File: config.mk
export PLATFORM = sky130hd
export DESIGN_NAME = bcd_string2ascii_flat
export DESIGN_NICKNAME = d
export VERILOG_FILES = /design/src/rtl/bcd_string2ascii_if.sv /design/src/rtl/bcd_string2ascii.sv /design/src/flat_wrapper.sv
export SDC_FILE = /design/constraint.sdc
export NUM_CORES = 1
export LEC_CHECK = 0
export ABC_AREA = 1
export BUFFER_PORTS_ARGS = -buffer_cell sky130_fd_sc_hd__buf_4
export CAP_MARGIN = 20
export CORE_MARGIN = 2
export CORE_UTILIZATION = 52
export CTS_CLUSTER_DIAMETER = 150
export DETAILED_ROUTE_END_ITERATION = 8
export MAX_ROUTING_LAYER = met4
export PLACE_DENSITY = 0.75
export RECOVER_POWER = 25
export SLEW_MARGIN = 10
export SYNTH_ARGS = -nofsm -noshare
export SYNTH_HDL_FRONTEND = slang
export SYNTH_SLANG_ARGS = --single-unit
File: constraint.sdc
create_clock -name clk -period 5.3 [get_ports clk]
set_input_delay 1.06 -clock clk [delete_from_list [all_inputs] [get_ports clk]]
set_output_delay 1.06 -clock clk [all_outputs]
set_load 0.01 [all_outputs]
File: src/rtl/bcd_string2ascii_if.sv
// Handshake bundle for bcd_string2ascii.
//   slave  : converter side; receives bcd/start/ascii_ready and drives
//            busy, ascii, ascii_valid, last, err.
//   master : requester/consumer side; the mirror image of slave.
// Parameter DIGITS sets the packed BCD width (4*DIGITS bits). It must match
// the DIGITS of the converter bound to this interface.
interface bcd_string2ascii_if #(
    parameter int DIGITS = 4
);
    logic [4*DIGITS-1:0] bcd;
    logic                start;
    logic                busy;
    logic [6:0]          ascii;
    logic                ascii_valid;
    logic                ascii_ready;
    logic                last;
    logic                err;

    modport master (
        output bcd, start, ascii_ready,
        input  busy, ascii, ascii_valid, last, err
    );

    modport slave (
        input  bcd, start, ascii_ready,
        output busy, ascii, ascii_valid, last, err
    );
endinterface

File: src/rtl/bcd_string2ascii.sv
// Packed BCD to ASCII string serializer.
// Captures a DIGITS-wide packed BCD value on start and streams it out MSD
// first as ASCII characters over a valid/ready handshake. A '.' is inserted
// after the digit at position DP_POS (LSD = position 0) when DP_POS > 0.
// Illegal digits (10..15) are emitted as 'A' and raise the sticky err flag.
//
// Ports:
//   clk    rising-edge clock
//   rst_n  asynchronous active-low reset
//   bus    bcd_string2ascii_if.slave (bcd, start, busy, ascii, ascii_valid,
//          ascii_ready, last, err)
//
// Build option: define BCD_STRING2ASCII_BLANK_EN to print leading zeros of
// the integer part as spaces (integer LSD and fractional digits are never
// blanked).
module bcd_string2ascii #(
    parameter int DIGITS = 4,
    parameter int DP_POS = 3
) (
    input  logic                clk,
    input  logic                rst_n,
    bcd_string2ascii_if.slave   bus
);

    localparam int LEN = (DP_POS > 0) ? DIGITS + 1 : DIGITS;
    localparam int IW  = $clog2(LEN + 1);
    localparam int PW  = (DIGITS > 1) ? $clog2(DIGITS) : 1;

    localparam logic [IW-1:0] LAST_IDX = IW'(LEN - 1);
    // Character index at which the decimal point sits.
    localparam logic [IW-1:0] DP_IDX   = IW'(DIGITS - DP_POS);
    localparam logic [IW-1:0] DIG_N    = IW'(DIGITS);

`ifdef BCD_STRING2ASCII_BLANK_EN
    localparam bit BLANK_EN = 1'b1;
`else
    localparam bit BLANK_EN = 1'b0;
`endif

    typedef enum logic {IDLE, SEND} state_t;

    state_t                  state_q, state_d;
    logic [DIGITS-1:0][3:0]  cap_q;
    logic [DIGITS-1:0][3:0]  src;
    logic [IW-1:0]           idx_q, idx_d;
    logic [6:0]              ascii_q, ascii_d;
    logic                    last_q, err_q;
    logic                    load, adv, done;
    logic [DIGITS-1:0]       blank, bad;
    logic [DIGITS-1:0][6:0]  dig_char;
    logic [PW-1:0]           pos;

    // The first character must be ready on the capture edge, so in IDLE the
    // decoder looks at the live input; afterwards at the captured copy.
    assign src = (state_q == IDLE) ? bus.bcd : cap_q;

    // Per-digit decode. A digit is blanked when it and every more
    // significant digit are zero; an illegal digit is non-zero so it stops
    // blanking naturally.
    for (genvar g = 0; g < DIGITS; g++) begin : g_dig
        if (BLANK_EN && (g > DP_POS)) begin : g_blank
            assign blank[g] = (src[DIGITS-1:g] == '0);
        end else begin : g_noblank
            assign blank[g] = 1'b0;
        end
        assign bad[g]      = (src[g] > 4'd9);
        assign dig_char[g] = bad[g]   ? 7'h41 :
                             blank[g] ? 7'h20 :
                                        {3'b011, src[g]};
    end

    assign idx_d = load ? '0 : idx_q + 1'b1;

    // Map character index to digit position, skipping the '.' slot.
    always_comb begin
        pos = '0;
        if ((DP_POS > 0) && (idx_d > DP_IDX))
            pos = PW'(DIG_N - idx_d);
        else
            pos = PW'(DIG_N - idx_d - 1'b1);
        ascii_d = ((DP_POS > 0) && (idx_d == DP_IDX)) ? 7'h2E : dig_char[pos];
    end

    always_ff @(posedge clk or negedge rst_n) begin
        if (!rst_n) state_q <= IDLE;
        else        state_q <= state_d;
    end

    always_comb begin
        state_d = state_q;
        load    = 1'b0;
        adv     = 1'b0;
        done    = 1'b0;
        case (state_q)
            IDLE: begin
                if (bus.start) begin
                    state_d = SEND;
                    load    = 1'b1;
                end
            end
            SEND: begin
                if (bus.ascii_ready) begin
                    if (idx_q == LAST_IDX) begin
                        state_d = IDLE;
                        done    = 1'b1;
                    end else begin
                        adv = 1'b1;
                    end
                end
            end
            default: state_d = IDLE;
        endcase
    end

    always_ff @(posedge clk or negedge rst_n) begin
        if (!rst_n) begin
            cap_q   <= '0;
            idx_q   <= '0;
            ascii_q <= 7'h00;
            last_q  <= 1'b0;
            err_q   <= 1'b0;
        end else if (load) begin
            cap_q   <= bus.bcd;
            idx_q   <= '0;
            ascii_q <= ascii_d;
            last_q  <= (LAST_IDX == '0);
            err_q   <= |bad;
        end else if (adv) begin
            idx_q   <= idx_d;
            ascii_q <= ascii_d;
            last_q  <= (idx_d == LAST_IDX);
        end else if (done) begin
            // ascii keeps the final character; only last drops.
            last_q  <= 1'b0;
        end
    end

    assign bus.busy        = (state_q == SEND);
    assign bus.ascii_valid = (state_q == SEND);
    assign bus.ascii       = ascii_q;
    assign bus.last        = last_q;
    assign bus.err         = err_q;

endmodule

File: src/flat_wrapper.sv
// flat-port wrapper written by rule: the top's interface ports become plain ports
module bcd_string2ascii_flat 
#(
    parameter int DIGITS = 4,
    parameter int DP_POS = 3
)
  (clk, rst_n, bus_bcd, bus_start, bus_ascii_ready, bus_busy, bus_ascii, bus_ascii_valid, bus_last, bus_err);
  bcd_string2ascii_if #(.DIGITS(DIGITS)) bus_i ();
  input  logic clk;
  input  logic rst_n;
  input wire logic [$bits(bus_i.bcd)-1:0] bus_bcd;
  input wire logic [$bits(bus_i.start)-1:0] bus_start;
  input wire logic [$bits(bus_i.ascii_ready)-1:0] bus_ascii_ready;
  output wire logic [$bits(bus_i.busy)-1:0] bus_busy;
  output wire logic [$bits(bus_i.ascii)-1:0] bus_ascii;
  output wire logic [$bits(bus_i.ascii_valid)-1:0] bus_ascii_valid;
  output wire logic [$bits(bus_i.last)-1:0] bus_last;
  output wire logic [$bits(bus_i.err)-1:0] bus_err;
  assign bus_i.bcd = bus_bcd;
  assign bus_i.start = bus_start;
  assign bus_i.ascii_ready = bus_ascii_ready;
  assign bus_busy = bus_i.busy;
  assign bus_ascii = bus_i.ascii;
  assign bus_ascii_valid = bus_i.ascii_valid;
  assign bus_last = bus_i.last;
  assign bus_err = bus_i.err;
  bcd_string2ascii #(.DIGITS(DIGITS), .DP_POS(DP_POS)) u_core (.clk(clk), .rst_n(rst_n), .bus(bus_i));
endmodule
==> reports/qor.csv <==
metric;value;unit
yosys.area_share.simple;35.64;%
detail-route-antenna-nets;0;
via_count;1599;
place_hpwl;2.727;mm
nNetsFinal;307;
slowest_stage;dfrtp_1;
cts_resized;0;
wl_per_cell;10.74;um
io_pins;31;
setup_viol;0;
critPathCaptureType;flip-flop;
place_congestion;0.8621;
hold_path_class;flip-flop to flip-flop;
utilization;62.84;%
grt_use_total;22.01;%
mostFrequentLayoutCells;nand2_1 (89), buf_4 (29), dfrtp_1 (29);
final_common_cell;nand2_1;
start_util;54.18;%
synth_compound_area_share;11.63;%
grt_max_degree;31;
status;finished with violations;
yosys-mux-area-fraction;1.107;%
synth_nets;278;
clock_path_buffers;2;
cp.required;5.53;ns
p_per_area;702.6;mW/mm^2
yosys_warnings;0;
min_period;3.091;ns
ys_ff_latch;29;
start_kind;flip-flop;
grt_pass1_vias;1587;
power_frac_clock;8.7;%
crit_buf_inv;2;
clock_skew;0.01227;ns
vdd_drop_max;282.8;uV
hold_viol_final;0;
p_seq_share;27.1;%
dieWidth;62.97;um
cts_max_level;2;
coreArea;0.003337;sq mm
worst_slew_pin_slew;1.573;ns
worstPathCellList;inv_2 -> nand2_2 -> nand2_1 -> ha_1 -> inv_1 -> o211ai_4 -> nand2_2 -> nand2_1 -> nand2_1 -> nand3_1 -> nand2_1 -> nand2_1 -> nand2_1 -> nand2_1;
crit_type;flip-flop to flip-flop;
cts_tree;built;
cts_setup_buffers;0;
combPwrFrac;64.2;%
netlist_area;0.001808;sq mm
setup_tns;0;ns
slew_violations;30;
cp_slowest_stage_delay;0.85;ns
cp_max_fo;30;
hold_buffers;0;
fin_crit_sh;58.32;%
drive_above_1_share;19.72;%
p_sw;0.7317;mW
drcViolationCount;0;
numCtsBuffers;5;
p_leak;1.140;nW
cp.arrival;3.33;ns
port_buffers;30;
drv_cap;1;
p_int;0.7415;mW
die_height;62.97;um
rows;21;
crit_family;simple AND/OR/NAND/NOR gates;
crit_top_cell;nand2_1;
violations;max-capacitance violations, max-slew violations;
cts-root-buf;clkbuf_4;
drt-initial-drc-count;83;
gr-total-overflow;0;
rsz0062_at_grt;false;
netlist_instances;254;
area_growth;15.99;%
fmax;323.5;MHz
dieArea;0.003965;sq mm
first_pass_iters;4;
slew-limit-headroom;-4.894;%
clkTransAtPathRegs;0.10;ns
avgSynthCellArea;7.118;sq um
synth_top_family_by_area;simple AND/OR/NAND/NOR gates;
wl;3.545;mm
cts_sinks;29;
synthAdderAreaFrac;2.768;%
swShare;49.67;%
fin_ws;2.209;ns
antenna_found_initial;0;
synth_seq_area_share;40.14;%
grt_pass1_wl;6.672;mm
vias_per_cell;4.845;
n_antenna_cell;0;
clock_latency;0.33;ns
place_ws;2.177;ns
ys_types;24;
synth_xor_area_share;0;%
-- metal layers --
layer / up-vias / global-route usage (%) / routed length [um]
li1: 860 / - / -
met1: 697 / 26.04 / 1623
met2: 34 / 36.04 / 1673
met3: 8 / 3.784 / 177
met4: 0 / 11.11 / 71
met5: - / - / 0
-- worst paths after layout --
kind	start	to	slack, ns	depth (start not counted)
max reg2reg	u_core.bus.ascii_valid	u_core.bus.ascii[5]	2.21	14
max	u_core.bus.ascii_valid	u_core.bus.ascii[5]	2.21	14
min in group asynchronous	rst_n	u_core.idx_q[2]	1.10	1
max in group asynchronous	rst_n	u_core.cap_q[14]	3.27	1
min	u_core.cap_q[14]	u_core.cap_q[14]	0.48	2
min reg2reg	u_core.cap_q[14]	u_core.cap_q[14]	0.48	2
-- sequential cells by signal, indices dropped and copies added (netlist names) --
register	count
u_core.idx_q	3
u_core.bus.ascii_valid	1
u_core.bus.err	1
u_core.cap_q	16
u_core.bus.last	1
u_core.bus.ascii	7
-- cells in the mapped netlist (all sizes together) --
| master | count | area (sq um) |
|---|---|---|
| o211ai | 1 | 21.27 |
| dfrtp | 29 | 725.7 |
| buf | 5 | 30.02 |
| mux2i | 2 | 20.02 |
| inv | 31 | 116.4 |
| or2 | 7 | 43.79 |
| o21ai | 30 | 150.1 |
| nor2 | 14 | 67.56 |
| nand3 | 25 | 150.1 |
| clkbuf | 3 | 11.26 |
| a21oi | 7 | 38.79 |
| ha | 4 | 50.05 |
| nand4 | 2 | 12.51 |
| nand2 | 94 | 370.3 |
-- power by group through the flow --
stage / sequential (mW) / clock, mW / combinational [mW]
4_1_cts: 0.400 / 0.133 / 0.955
5_1_grt: 0.417 / 0.145 / 1.10
2_1_floorplan: 0.397 / 0 / 0.740
3_3_place_gp: 0.401 / 0 / 0.947
6_report: 0.399 / 0.128 / 0.946
3_5_place_dp: 0.404 / 0 / 0.951
-- worst min-delay path, cell delays in order, from the launching register on --
cell and delay (ns):
dfrtp_1 0.35, nand2_1 0.05, nand2_1 0.06
-- stage by stage --
stage	power (mW)	area [sq um]	cells	hold slack [ns]
finish	1.473	2097	330	0.4847
floorplan	1.137	1808	254	0.4412
global route	1.665	2097	330	0.5214
detailed placement	1.355	2049	322	0.4670
CTS	1.488	2101	330	0.4886
global placement	1.348	2049	322	0.4634
-- cell type report --
cell class	count	area, sq um
tap	46	57.56
multi-input combinational	186	924.6
fill	315	1240
inverter	31	116.4
clock buffer	6	41.29
clock inverter	2	10.01
sequential	29	725.7
timing repair buffer	30	221.5
-- kinds of logic (layout without fill, tap and decap cells) --
| group | Yosys count | count (layout) |
|---|---|---|
| AOI/OAI and AO/OA | 38 | 38 |
| and+or+nand+nor | 142 | 142 |
| DFF | 29 | 29 |
| buffers and inverters | 39 | 69 |
| muxes | 2 | 2 |
| adders and majority gates | 4 | 4 |
(Power assumes the default switching activity.)
